**src/rtl/arb_pkg.sv**
```systemverilog
// -----------------------------------------------------------------------------
// arb_pkg -- shared definitions for the round-robin arbiter slice.
//
// Contents:
//   arb_state_e       : arbiter FSM encoding (IDLE = 0, GRANT = 1)
//   ARB_N_DEF         : default number of requesters
//   ARB_HOLD_MAX_DEF  : default maximum grant length, in cycles, used when
//                       the grant timeout (RR_ARBITER_TIMEOUT_EN) is built in
//   ARB_N_MIN/MAX     : legal requester count range
//   ARB_HOLD_MIN/MAX  : legal HOLD_MAX range (the hold counter is 8 bits)
//   ARB_CNT_W         : width of the hold counter
// -----------------------------------------------------------------------------
package arb_pkg;

  typedef enum logic {
    IDLE  = 1'b0,
    GRANT = 1'b1
  } arb_state_e;

  localparam int ARB_N_DEF        = 4;
  localparam int ARB_HOLD_MAX_DEF = 8;

  localparam int ARB_N_MIN        = 2;
  localparam int ARB_N_MAX        = 8;
  localparam int ARB_HOLD_MIN     = 2;
  localparam int ARB_HOLD_MAX     = 255;

  localparam int ARB_CNT_W        = 8;

endpackage : arb_pkg

```
**src/rtl/rr_pick.sv**
```systemverilog
// -----------------------------------------------------------------------------
// rr_pick -- combinational wrap-around priority search.
//
// Scans req starting at bit ptr and moving upward, wrapping from N-1 back to
// 0, and returns the first set bit found. ptr therefore holds the highest
// priority and ptr-1 (mod N) the lowest. Holds no state.
//
// Parameters:
//   N       number of requesters (2..8)
//
// Ports:
//   req     in  [N-1:0]          request vector
//   ptr     in  [$clog2(N)-1:0]  highest-priority requester index
//   win     out [N-1:0]          one-hot winner, all zeros when req == 0
//   win_id  out [$clog2(N)-1:0]  index of the winner, 0 when req == 0
// -----------------------------------------------------------------------------
module rr_pick
  import arb_pkg::*;
#(
  parameter int N = ARB_N_DEF
) (
  input  logic [N-1:0]         req,
  input  logic [$clog2(N)-1:0] ptr,
  output logic [N-1:0]         win,
  output logic [$clog2(N)-1:0] win_id
);

  localparam int IDW = $clog2(N);

  logic           found;
  logic [IDW-1:0] idx;

  // idx walks ptr, ptr+1, ... modulo N; the first requesting index wins and
  // later hits are masked by 'found'. ptr is always < N, so idx stays in range.
  always_comb begin
    win    = '0;
    win_id = '0;
    found  = 1'b0;
    idx    = '0;
    for (int i = 0; i < N; i++) begin
      idx = IDW'((int'(ptr) + i) % N);
      if (!found && req[idx]) begin
        found    = 1'b1;
        win[idx] = 1'b1;
        win_id   = idx;
      end
    end
  end

endmodule : rr_pick

```
**src/rtl/rr_arbiter.sv**
```systemverilog
// -----------------------------------------------------------------------------
// rr_arbiter -- round-robin arbiter for one shared resource.
//
// A two-state FSM (IDLE / GRANT) hands the resource to one requester at a
// time. The winner is the first requester at or above the priority pointer,
// wrapping modulo N; every grant to requester k moves the pointer to k+1 so
// that k has the lowest priority next time round. The owner keeps the grant
// until it pulses done[owner] or drops req[owner]. When the owner releases
// and other requests are pending, the next winner is granted on the same edge
// so there is no idle cycle between owners.
//
// Build option:
//   RR_ARBITER_TIMEOUT_EN  when defined, a hold counter limits a grant to
//                          HOLD_MAX cycles; on expiry the grant is released
//                          as if the owner had let go and tmo pulses for one
//                          cycle. When undefined, grants are unbounded and
//                          tmo is tied low.
//
// Handshake: the requester raises req[i] and keeps it high while it wants
// the resource; it owns the resource while gnt[i] is high. A release is
// done[i]=1 or req[i]=0 sampled on a rising CLK edge while gnt[i]=1; done
// from a non-owner, or while idle, has no effect.
//
// Parameters:
//   N         number of requesters (2..8)
//   HOLD_MAX  maximum grant length in cycles (2..255), timeout build only
//
// Ports:
//   CLK        in   clock, rising edge
//   R          in   asynchronous active-low reset
//   req        in   [N-1:0] request vector
//   done       in   [N-1:0] release strobes
//   gnt        out  [N-1:0] one-hot grant, registered, 0 when idle
//   gnt_id     out  [$clog2(N)-1:0] owner index, registered, 0 when idle
//   busy       out  high while a grant is held, registered
//   tmo        out  one-cycle pulse after a forced (timeout) release
//   state_dbg  out  current FSM state (0 = IDLE, 1 = GRANT)
// -----------------------------------------------------------------------------
module rr_arbiter
  import arb_pkg::*;
#(
  parameter int N        = ARB_N_DEF,
  parameter int HOLD_MAX = ARB_HOLD_MAX_DEF
) (
  input  logic                 CLK,
  input  logic                 R,
  input  logic [N-1:0]         req,
  input  logic [N-1:0]         done,
  output logic [N-1:0]         gnt,
  output logic [$clog2(N)-1:0] gnt_id,
  output logic                 busy,
  output logic                 tmo,
  output logic                 state_dbg
);

  localparam int IDW = $clog2(N);

  // Out-of-range parameters stop elaboration.
  if (N < ARB_N_MIN || N > ARB_N_MAX ||
      HOLD_MAX < ARB_HOLD_MIN || HOLD_MAX > ARB_HOLD_MAX) begin : g_bad_param
    $error("rr_arbiter: N or HOLD_MAX out of range");
  end

  arb_state_e     state;
  logic [IDW-1:0] ptr;

  // ---------------------------------------------------------------------------
  // Winner search from the current priority pointer
  // ---------------------------------------------------------------------------
  logic [N-1:0]   pick_win;
  logic [IDW-1:0] pick_id;
  logic [IDW-1:0] pick_ptr_nxt;

  rr_pick #(
    .N (N)
  ) u_pick (
    .req    (req),
    .ptr    (ptr),
    .win    (pick_win),
    .win_id (pick_id)
  );

  // Pointer moves to one past the winner, wrapping at N.
  assign pick_ptr_nxt = (pick_id == IDW'(N - 1)) ? '0 : pick_id + 1'b1;

  // ---------------------------------------------------------------------------
  // Release detection
  // ---------------------------------------------------------------------------
  // Masking with gnt selects the owner's bits; both terms are 0 in IDLE
  // because gnt is 0 there, so foreign or idle done is ignored naturally.
  logic owner_req;
  logic owner_done;
  logic rel_nat;
  logic rel_tmo;
  logic rel;
  logic any_req;

  assign owner_req  = |(req & gnt);
  assign owner_done = |(done & gnt);
  assign any_req    = |req;
  assign rel_nat    = (state == GRANT) && (owner_done || !owner_req);
  assign rel        = rel_nat || rel_tmo;

`ifdef RR_ARBITER_TIMEOUT_EN
  // ---------------------------------------------------------------------------
  // Hold counter: number of completed GRANT cycles of the current owner,
  // minus one. It reads HOLD_MAX-1 on the edge that closes the HOLD_MAX-th
  // cycle, which is where the forced release happens. A natural release on
  // that same edge wins, so tmo only reports releases the owner did not ask
  // for.
  // ---------------------------------------------------------------------------
  logic [ARB_CNT_W-1:0] hold_cnt;

  assign rel_tmo = (state == GRANT) && !rel_nat &&
                   (hold_cnt == ARB_CNT_W'(HOLD_MAX - 1));

  always_ff @(posedge CLK or negedge R) begin
    if (!R) begin
      hold_cnt <= '0;
    end else if (state == IDLE || rel) begin
      // Either idle, or a new grant (possibly none) starts on this edge.
      hold_cnt <= '0;
    end else begin
      hold_cnt <= hold_cnt + 1'b1;
    end
  end
`else
  assign rel_tmo = 1'b0;
`endif

  // ---------------------------------------------------------------------------
  // Arbiter FSM with registered outputs
  // ---------------------------------------------------------------------------
  always_ff @(posedge CLK or negedge R) begin
    if (!R) begin
      state  <= IDLE;
      ptr    <= '0;
      gnt    <= '0;
      gnt_id <= '0;
      busy   <= 1'b0;
      tmo    <= 1'b0;
    end else begin
      tmo <= 1'b0;
      case (state)
        IDLE: begin
          if (any_req) begin
            state  <= GRANT;
            gnt    <= pick_win;
            gnt_id <= pick_id;
            busy   <= 1'b1;
            ptr    <= pick_ptr_nxt;
          end
        end

        GRANT: begin
          if (rel) begin
            tmo <= rel_tmo;
            // ptr already points past the owner, so a still-requesting
            // owner is found last and only wins when it is alone.
            if (any_req) begin
              gnt    <= pick_win;
              gnt_id <= pick_id;
              ptr    <= pick_ptr_nxt;
            end else begin
              state  <= IDLE;
              gnt    <= '0;
              gnt_id <= '0;
              busy   <= 1'b0;
            end
          end
        end

        default: begin
          state  <= IDLE;
          gnt    <= '0;
          gnt_id <= '0;
          busy   <= 1'b0;
        end
      endcase
    end
  end

  assign state_dbg = state;

endmodule : rr_arbiter
```
**config.mk**
```make
export PLATFORM = sky130hd
export DESIGN_NAME = rr_arbiter
export DESIGN_NICKNAME = d
export VERILOG_FILES = /design/src/rtl/arb_pkg.sv /design/src/rtl/rr_pick.sv /design/src/rtl/rr_arbiter.sv
export SDC_FILE = /design/constraint.sdc
export NUM_CORES = 1
export LEC_CHECK = 0
export ABC_CLOCK_PERIOD_IN_PS = 4130
export CORE_ASPECT_RATIO = 1.2
export CORE_MARGIN = 2
export CORE_UTILIZATION = 40
export DETAILED_ROUTE_END_ITERATION = 10
export GPL_ROUTABILITY_DRIVEN = 0
export PLACE_DENSITY = 0.69
export SETUP_SLACK_MARGIN = 0.15
export SLEW_MARGIN = 40
export SYNTH_ARGS = -nofsm -noshare
export SYNTH_HDL_FRONTEND = slang
export SYNTH_HIERARCHICAL = 1
export SYNTH_SLANG_ARGS = --single-unit
export TNS_END_PERCENT = 5
```
**constraint.sdc**
```tcl
create_clock -name CLK -period 4.13 [get_ports CLK]
set_input_delay 0.413 -clock CLK [delete_from_list [all_inputs] [get_ports CLK]]
set_output_delay 0.413 -clock CLK [all_outputs]
set_load 0.005 [all_outputs]
```
==> run_results.csv, run 1 <==
group,metric,value,unit
global_route,grt_overflow_total,0,
flow_run,cap_violations,0,
global_route,grt_max_degree,14,
worst_setup_path,path_class,"reg -> reg",
route,viasPerCell,5.95,
route,drt_iter0_drc,14,
cells_and_area,areaGrowthSynthToFinish,20.7,%
global_route,use_met1,22.9,%
cts,htreeDepth,1,
synthesis,synth_largest_area_cell,"dfrtp_1",
global_route,antenna_found_initial,0,
worst_setup_path,r2r-start,"ptr[0]",
die,initial_core_util,43.1,%
route,wl_per_cell,15.8,um
sta,timing.final.crit_period,2.95,ns
sta,fin_tns_setup,0,ns
worst_setup_path,crit_top_cell,"ha_1",
synthesis,syn_area_per_cell,10.0,um^2
cells_and_area,drive_gt1_share,15.4,%
global_route,grtUsageMet3,2.79,%
synthesis,synth_nets,116,
cts,cts_tree,"yes",
synthesis,synth.distinct_cells,38,
sta,post-route-period-util,71.3,%
worst_setup_path,cp_max_fo,13,
worst_setup_path,max_stage_delay,0.64,ns
global_route,grtUsageMet2,29.9,%
die,num_io_pins,19,
worst_setup_path,crit_start,"ptr[0]",
die,rows,19,
global_route,grt_pass1_vias,865,
route,routed_wl,2.34,mm
cells_and_area,antenna_cells,0,
synthesis,synth_common_cells,"nand2_1 (17), dfrtp_1 (10), a21oi_1 (6), a221o_1 (6), ha_1 (6)",
sta,relSlewSlack,57.4,%
route,num_vias,880,
sta,setup_viol,0,
cts,clkLatencyLatePin,0.27,ns
die,die_x,49.7,um
cells_and_area,final_net_count,135,
global_route,grt_busiest_layer,"met2",
worst_hold_path,hold_class,"in -> async",
global_route,grt_pass1_wl,4.03,mm
status,status,"finished, final reports clean",
synthesis,synth_seq_cells,10,
pwr,ir_drop,0.417,mV
die,dieArea,0.00293,mm^2
cells_and_area,fill_cells,242,
cts,hold_buffers,0,
global_route,grt.total_usage,17.7,%
sta,grt_setup_unrepaired,"no",
route,ant_nets,0,
synthesis,syn_inst,100,
synthesis,synth-edff-count,0,
worst_setup_path,worstPathCellList,"inv_1 > ha_1 > mux4_2 > nor2b_4 > a221oi_2 > o2bb2ai_1 > ha_1 > mux2_1",
synthesis,yosys_most_used_dff,"dfrtp_1",
worst_setup_path,reg2reg_depth,8,
worst_setup_path,worstPathRequired,4.28,ns
cts,post-cts-setup-buffer-count,0,
synthesis,yosysSeqAreaShare,24.9,%
placement,port_buffers,17,
cts,cts_root_buf,"clkbuf_4",
sta,final_max_slew_viol_count,0,
sta,max_freq,340,MHz
worst_setup_path,start_kind,"register",
synthesis,ys_async_sr_fraction,100,%
worst_setup_path,crit_slowest_cell,"dfrtp_1",
sta,finalHoldViolations,0,
synthesis,yosysWarnings,6,
sta,worst_pin_slew,0.634,ns
cts,cts_made_buffers,3,
cts,cts.clk_slew.worst_paths,0.06,ns
worst_setup_path,arrival,3.09,ns
synthesis,synth.top_cells.by_area,"dfrtp_1 (25%), mux4_2 (9.0%), ha_1 (7.5%)",
pwr,p_per_area,809,mW/mm^2
route,dr.pass1.iters,4,
pwr,power.leakage,0.465,nW
worst_setup_path,crit_path_end_kind,"register",
pwr,power,0.980,mW
route,post-route-drc-count,0,
die,design.core.area,0.00233,mm^2
synthesis,syn_area,0.00100,mm^2
sta,fin_skew,0.00974,ns
cts,cts_resized,0,
cts,cts.sinks,10,
die,die_h,58.9,um
placement,dp_hpwl,1.80,mm
synthesis,synth_top_area_share,24.9,%
cts,clk_path_buf_depth,2,
synthesis,yosysMostFrequentCell,"nand2_1",
area by class of cell:
| class | instances | area, um^2 | share of cell area, % |
|---|---|---|---|
| multi-input cells | 82 | 708 | 58.5 |
| flip-flops and latches | 10 | 250 | 20.7 |
| repair buffers | 17 | 170 | 14.0 |
| well taps | 31 | 38.8 | 3.20 |
| clock buffers | 3 | 22.5 | 1.86 |
| inverters | 5 | 21.3 | 1.76 |
worst max-delay path: cells and delay by family (launching register included):
family	cells	cell delay, ns
simple gates	1	0.22
flops	1	0.64
fa+ha+maj	2	0.72
compound gates	2	0.32
buf+inv	1	0.16
mux	2	0.75
metal layers:
metal	vias up	wire [um]
met5	-	0
met4	0	26
met3	3	79
met2	19	1150
met1	432	1080
li1	426	-
power breakdown:
group / leakage (nW) / total [mW] / switching [mW] / internal, mW
Clock: 0.0138 / 0.0662 / 0.0325 / 0.0336
Combinational: 0.332 / 0.694 / 0.349 / 0.345
Sequential: 0.118 / 0.220 / 0.0761 / 0.144
Total: 0.465 / 0.980 / 0.458 / 0.523
final timing paths:
kind	end	slack (ns)
max	ptr[1]	1.18
min	gnt[1]	0.46
max reg2reg	ptr[1]	1.18
min reg2reg	busy	0.54
max in group asynchronous	gnt_id[1]	3.35
min in group CLK	busy	0.54
registers in the layout (all words and copies together), names as in the netlist:
register,cells
gnt,4
gnt_id,2
ptr,2
busy,1
state_dbg,1
cell families after synthesis:
logic type               count (synthesis)  synth area share, %
flip-flops                              10                 24.9
multiplexers                             7                 12.2
adder cells (fa/ha/maj)                  7                 8.48
AND/OR/NAND/NOR                         33                 19.5
AO/OA/AOI/OAI                           34                 30.0
buffers and inverters                    8                 4.49
other                                    1                0.374
placed cells by master, fill, tap and decap left out, drive strengths merged, types with 3 or more instances in the layout:
master / count
a21oi: 6
a221o: 6
a221oi: 5
clkbuf: 3
clkdlybuf4s50: 17
dfrtp: 10
ha: 6
inv: 5
mux4: 4
nand2: 17
nor2: 4
nor2b: 5
o2bb2ai: 5
per-stage QoR:
stage / setup slack [ns] / std cells / util [%] / hold WS (ns) / instance area (um^2)
4_1_cts: 1.19 / 148 / 52.0 / 0.467 / 1210
6_report: 1.18 / 148 / 52.0 / 0.456 / 1210
5_1_grt: 0.934 / 148 / 52.0 / 0.503 / 1210
3_5_place_dp: 1.20 / 145 / 51.0 / 0.515 / 1190
3_3_place_gp: 1.18 / 145 / 51.0 / 0.519 / 1190
2_1_floorplan: 1.62 / 100 / - / 0.117 / 1000
Note: power is estimated with default switching activity, not from simulation.
==> run 2, diff against run 1 <==
--- a/config.mk
+++ b/config.mk
@@ -5,7 +5,7 @@
 export SDC_FILE = /design/constraint.sdc
 export NUM_CORES = 1
 export LEC_CHECK = 0
-export ABC_CLOCK_PERIOD_IN_PS = 4130
+export ABC_CLOCK_PERIOD_IN_PS = 2900
 export CORE_ASPECT_RATIO = 1.2
 export CORE_MARGIN = 2
 export CORE_UTILIZATION = 40
==> constraint.sdc (replaced) <==
create_clock -name CLK -period 2.9 [get_ports CLK]
set_input_delay 0.29 -clock CLK [delete_from_list [all_inputs] [get_ports CLK]]
set_output_delay 0.29 -clock CLK [all_outputs]
set_load 0.005 [all_outputs]
==> run 2 against run 1 <==
Net effect:
- final cell count grew 6.1%
- critical path depth is the same
- sequential share of layout area shrank 1.1 points
- routed wire length grew 6.4%
- first-iteration DRC count grew 57%
- setup slack lost 0.80 ns
- power grew 49%
- non-clock buffer count grew 9
- clock power grew 47%
- die area is the same
- global-route usage grew 0.79 points
- register-to-register slack lost 0.80 ns
- largest cell class unchanged
- highest routed layer unchanged
==> run_results.csv, run 2 (same netlist as run 1, synthesis figures left out) <==
group,metric,value,unit
worst_setup_path,arrival,2.67,ns
cells_and_area,layout_common_cells,"nand2_1 (17), clkdlybuf4s50_1 (17), dfrtp_1 (10), buf_4 (9)",
sta,timing.final.crit_period,2.51,ns
cts,post-cts-setup-buffer-count,0,
pwr,power.leakage,0.509,nW
worst_setup_path,worstPathRequired,3.06,ns
worst_setup_path,crit_top_cell,"ha_1",
pwr,ir_drop,0.595,mV
cells_and_area,areaGrowthSynthToFinish,27.4,%
die,design.core.area,0.00233,mm^2
route,wl_per_cell,15.8,um
cells_and_area,top_regs,"gnt (4), gnt_id (2), ptr (2)",
die,die_x,49.7,um
placement,port_buffers,17,
worst_setup_path,crit_path_end_kind,"register",
sta,max_freq,398,MHz
flow_run,cap_violations,0,
sta,finalHoldViolations,0,
worst_setup_path,max_stage_delay,0.46,ns
cells_and_area,final_net_count,144,
route,ant_nets,0,
cts,cts_root_buf,"clkbuf_4",
cells_and_area,finalInstanceArea,0.00128,mm^2
sta,post-route-period-util,86.7,%
cts,clkLatencyLatePin,0.27,ns
route,viasPerCell,5.87,
cts,cts_resized,0,
worst_setup_path,worstPathCellList,"inv_1 > ha_1 > mux4_2 > nor2b_4 > a221oi_2 > o2bb2ai_1 > ha_1 > mux2_1",
cts,cts_tree,"yes",
global_route,grt_max_degree,13,
worst_setup_path,cp_max_fo,8,
route,drt_iter0_drc,22,
route,post-route-drc-count,0,
cells_and_area,max_flop_register,"gnt",
sta,fin_tns_setup,0,ns
pwr,p_per_area,1140,mW/mm^2
cells_and_area,fill_cells,216,
global_route,grt_pass1_wl,4.10,mm
die,rows,19,
cts,cts.clk_slew.worst_paths,0.06,ns
cts,cts.sinks,10,
pwr,switching_share,45.9,%
global_route,grt.total_usage,18.5,%
route,routed_wl,2.49,mm
cells_and_area,largest_register_ffs,4,
cts,htreeDepth,1,
placement,dp_hpwl,1.86,mm
cts,cts_made_buffers,3,
worst_hold_path,hold_class,"in -> async",
sta,worst_pin_slew,0.538,ns
worst_setup_path,start_kind,"register",
worst_setup_path,crit_slowest_cell,"mux4_2",
route,dr.pass1.iters,4,
cts,clk_path_buf_depth,2,
cts,hold_buffers,0,
sta,relSlewSlack,63.9,%
sta,grt_setup_unrepaired,"no",
sta,fin_skew,0.00291,ns
sta,final_max_slew_viol_count,0,
cells_and_area,drive_gt1_share,21.4,%
route,num_vias,922,
pwr,clockPowerShare,6.6,%
die,dieArea,0.00293,mm^2
global_route,grt_overflow_total,0,
pwr,p_seq_share,18.7,%
die,num_io_pins,19,
sta,setup_viol,0,
status,status,"finished, final reports clean",
die,die_h,58.9,um
pwr,p_int,0.791,mW
global_route,grt_pass1_vias,879,
cells_and_area,antenna_cells,0,
pwr,p_sw,0.672,mW
pwr,comb_power_share,74.7,%
worst_setup_path,path_class,"reg -> reg",
placement,placed_area,0.00126,mm^2
global_route,antenna_found_initial,0,
die,initial_core_util,43.1,%
==> run 2: worst max-delay path, delay by kind of cell, from the launching register on <==
family          cells  cell delay [ns]
compound gates      2             0.34
fa+ha+maj           2             0.68
buf+inv             1             0.08
flops               1             0.34
mux                 2             0.73
simple gates        1             0.22
==> run 2: final cells by class <==
cell class	count	area [um^2]	area share (%)
tap	31	38.8	3.03
sequential	10	250	19.6
clock buffer	3	22.5	1.76
multi-input combinational	82	708	55.4
inverter	5	21.3	1.66
timing repair buffer	26	238	18.6
==> run 2: final timing paths <==
kind,startpoint,to,slack [ns],depth (start not counted)
min reg2reg,busy,busy,0.54,1
min,R,busy,0.34,1
min in group CLK,busy,busy,0.54,1
max,ptr[1],ptr[1],0.39,8
max in group asynchronous,R,gnt_id[1],2.24,1
max reg2reg,ptr[1],ptr[1],0.39,8
==> run 2: power groups by stage <==
stage / clock [mW] / sequential [mW] / combinational (mW)
2_1_floorplan: 0 / 0.281 / 0.769
3_3_place_gp: 0 / 0.273 / 1.07
3_5_place_dp: 0 / 0.271 / 1.09
4_1_cts: 0.0984 / 0.272 / 1.10
5_1_grt: 0.103 / 0.280 / 1.21
6_report: 0.0972 / 0.273 / 1.09
==> run 2: routing by layer <==
metal | GRT usage (%) | up-vias | wire length, um
li1 | - | 445 | -
met2 | 30.1 | 29 | 1200
met4 | 9.52 | 0 | 56
met1 | 24.6 | 441 | 1160
met3 | 1.52 | 7 | 71
met5 | 0 | - | 0
==> run 2: through the flow <==
stage	worst slack (ns)	power (mW)	utilization (%)	hold slack, ns	cells
after floorplan	0.387	1.05	-	-0.00559	100
after global placement	0.340	1.35	53.9	0.523	154
after detailed placement	0.264	1.36	53.9	0.516	154
after CTS	0.388	1.47	54.9	0.346	157
after global routing	0.208	1.59	54.9	0.395	157
final	0.387	1.46	54.9	0.338	157
==> run 3, diff against run 2 <==
--- a/config.mk
+++ b/config.mk
@@ -6,12 +6,14 @@
 export NUM_CORES = 1
 export LEC_CHECK = 0
 export ABC_CLOCK_PERIOD_IN_PS = 2900
+export CELL_PAD_IN_SITES_DETAIL_PLACEMENT = 2
+export CELL_PAD_IN_SITES_GLOBAL_PLACEMENT = 2
 export CORE_ASPECT_RATIO = 1.2
-export CORE_MARGIN = 2
-export CORE_UTILIZATION = 40
+export CORE_MARGIN = 4
+export CORE_UTILIZATION = 32
 export DETAILED_ROUTE_END_ITERATION = 10
 export GPL_ROUTABILITY_DRIVEN = 0
-export PLACE_DENSITY = 0.69
+export PLACE_DENSITY = 0.83
 export SETUP_SLACK_MARGIN = 0.15
 export SLEW_MARGIN = 40
 export SYNTH_ARGS = -nofsm -noshare
==> run 3 against run 2 <==
Net effect:
- die area rose by 40%
- worst hold slack improved by 0.0022 ns
- sequential power barely moved
- largest cell class unchanged
==> run_results.csv, run 3 (same netlist as run 1, synthesis figures left out) <==
group,metric,value,unit
cells_and_area,final_net_count,145,
pwr,p_int,0.807,mW
sta,relSlewSlack,63.6,%
die,initial_core_util,33.1,%
route,viasPerCell,5.80,
die,dieArea,0.00410,mm^2
sta,finalHoldViolations,0,
route,ant_nets,0,
placement,dp.cells,159,
pwr,p_seq_share,17.8,%
sta,fin_skew,0.00260,ns
flow_run,cap_violations,0,
pwr,p_sw,0.725,mW
sta,post-route-period-util,88.7,%
die,die_h,69.3,um
placement,dp_hpwl,2.52,mm
die,die_x,59.1,um
worst_setup_path,path_class,"reg -> reg",
sta,final_max_slew_viol_count,0,
die,design.core.area,0.00303,mm^2
pwr,switching_share,47.3,%
cells_and_area,layout.cells.non_filler,163,
worst_setup_path,r2r_setup_slack,0.33,ns
worst_setup_path,worstPathCellList,"inv_1 > ha_1 > mux4_2 > buf_4 > a221oi_1 > o2bb2ai_1 > nand2_1 > a21oi_1 > a221o_1",
cts,clk_path_buf_depth,2,
global_route,grt.total_usage,17.6,%
worst_setup_path,crit_path_end_kind,"register",
cells_and_area,drive_gt1_share,22.0,%
global_route,grt_overflow_total,0,
route,num_vias,945,
route,routed_wl,3.17,mm
cts,cts.clk_slew.worst_paths,0.07,ns
route,drt_iter0_drc,55,
sta,max_freq,389,MHz
placement,port_buffers,17,
worst_setup_path,start_kind,"register",
pwr,power,1.53,mW
cells_and_area,layout_common_cells,"nand2_1 (17), clkdlybuf4s50_1 (17), dfrtp_1 (10), buf_4 (10)",
sta,setup_viol,0,
global_route,antenna_found_initial,0,
pwr,comb_power_share,75.9,%
pwr,ir_drop,0.543,mV
placement,placed_area,0.00126,mm^2
die,num_io_pins,19,
sta,fin_tns_setup,0,ns
worst_setup_path,max_stage_delay,0.43,ns
worst_hold_path,hold_class,"in -> async",
cells_and_area,top_regs,"gnt (4), gnt_id (2), ptr (2)",
cells_and_area,areaGrowthSynthToFinish,28.8,%
cts,cts.sinks,10,
sta,timing.final.crit_period,2.57,ns
worst_setup_path,cp_max_fo,6,
route,post-route-drc-count,0,
route,wl_per_cell,19.4,um
cts,cts_root_buf,"clkbuf_4",
cells_and_area,max_flop_register,"gnt",
global_route,grt_pass1_wl,5.62,mm
route,dr.pass1.iters,4,
cells_and_area,antenna_cells,0,
die,rows,22,
cells_and_area,finalInstanceArea,0.00129,mm^2
pwr,clockPowerShare,6.3,%
pwr,power.leakage,0.514,nW
worst_setup_path,worstPathRequired,3.05,ns
cts,clkLatencyLatePin,0.27,ns
cts,hold_buffers,0,
sta,worst_pin_slew,0.542,ns
cts,cts_made_buffers,3,
cells_and_area,final_core_utilization,42.7,%
status,status,"finished, final reports clean",
global_route,grt_pass1_vias,1045,
cells_and_area,largest_register_ffs,4,
global_route,grt_max_degree,13,
cts,htreeDepth,1,
worst_setup_path,crit_slowest_cell,"mux4_2",
cts,cts_tree,"yes",
worst_setup_path,arrival,2.72,ns
sta,grt_setup_unrepaired,"no",
pwr,p_per_area,1190,mW/mm^2
==> run 3: per-layer routing <==
metal | part of all wire, % | global-route usage [%] | up-vias
li1 | - | - | 445
met1 | 44 | 24.4 | 478
met2 | 52 | 28.1 | 18
met3 | 3.2 | 2.23 | 4
met4 | 0.95 | 4.53 | 0
met5 | 0 | 0 | -
==> run 3: final timing paths <==
kind                        start         to  depth (start not counted)
max reg2reg                ptr[1]     gnt[0]                          9
min reg2reg                  busy       busy                          1
min                             R     gnt[1]                          1
max                        ptr[1]     gnt[0]                          9
max in group asynchronous       R  gnt_id[1]                          1
min in group CLK             busy       busy                          1
==> run 3: worst max-delay path: cells and delay by family (launching register included) <==
family                   cells  cell delay [ns]
AO/OA/AOI/OAI                4             0.86
adder cells (fa/ha/maj)      1             0.42
buffers and inverters        2             0.29
flip-flops                   1             0.36
multiplexers                 1             0.43
AND/OR/NAND/NOR              1             0.10
==> run 3: through the flow <==
| step | setup WS (ns) | hold WS, ns |
|---|---|---|
| floorplan | 0.387 | -0.00559 |
| global placement | 0.323 | 0.520 |
| detailed placement | 0.221 | 0.519 |
| CTS | 0.270 | 0.358 |
| global route | 0.154 | 0.376 |
| finish | 0.329 | 0.341 |
==> run 3: cell type report <==
cell class | count | area [um^2]
tap | 36 | 45.0
clock buffer | 3 | 22.5
sequential | 10 | 250
fill | 327 | 1740
timing repair buffer | 27 | 245
inverter | 5 | 21.3
multi-input combinational | 82 | 708
==> run 3: power groups by stage <==
stage	clock (mW)	combinational, mW	sequential, mW
2_1_floorplan	0	0.769	0.281
3_3_place_gp	0	1.09	0.274
3_5_place_dp	0	1.15	0.275
4_1_cts	0.0987	1.16	0.274
5_1_grt	0.107	1.29	0.285
6_report	0.0963	1.16	0.273
==> run 3: timing repair <==
item                       in CTS  in global routing
setup endpoints to repair       0                  1
buffers inserted                0                  1
resized for setup               0                  0
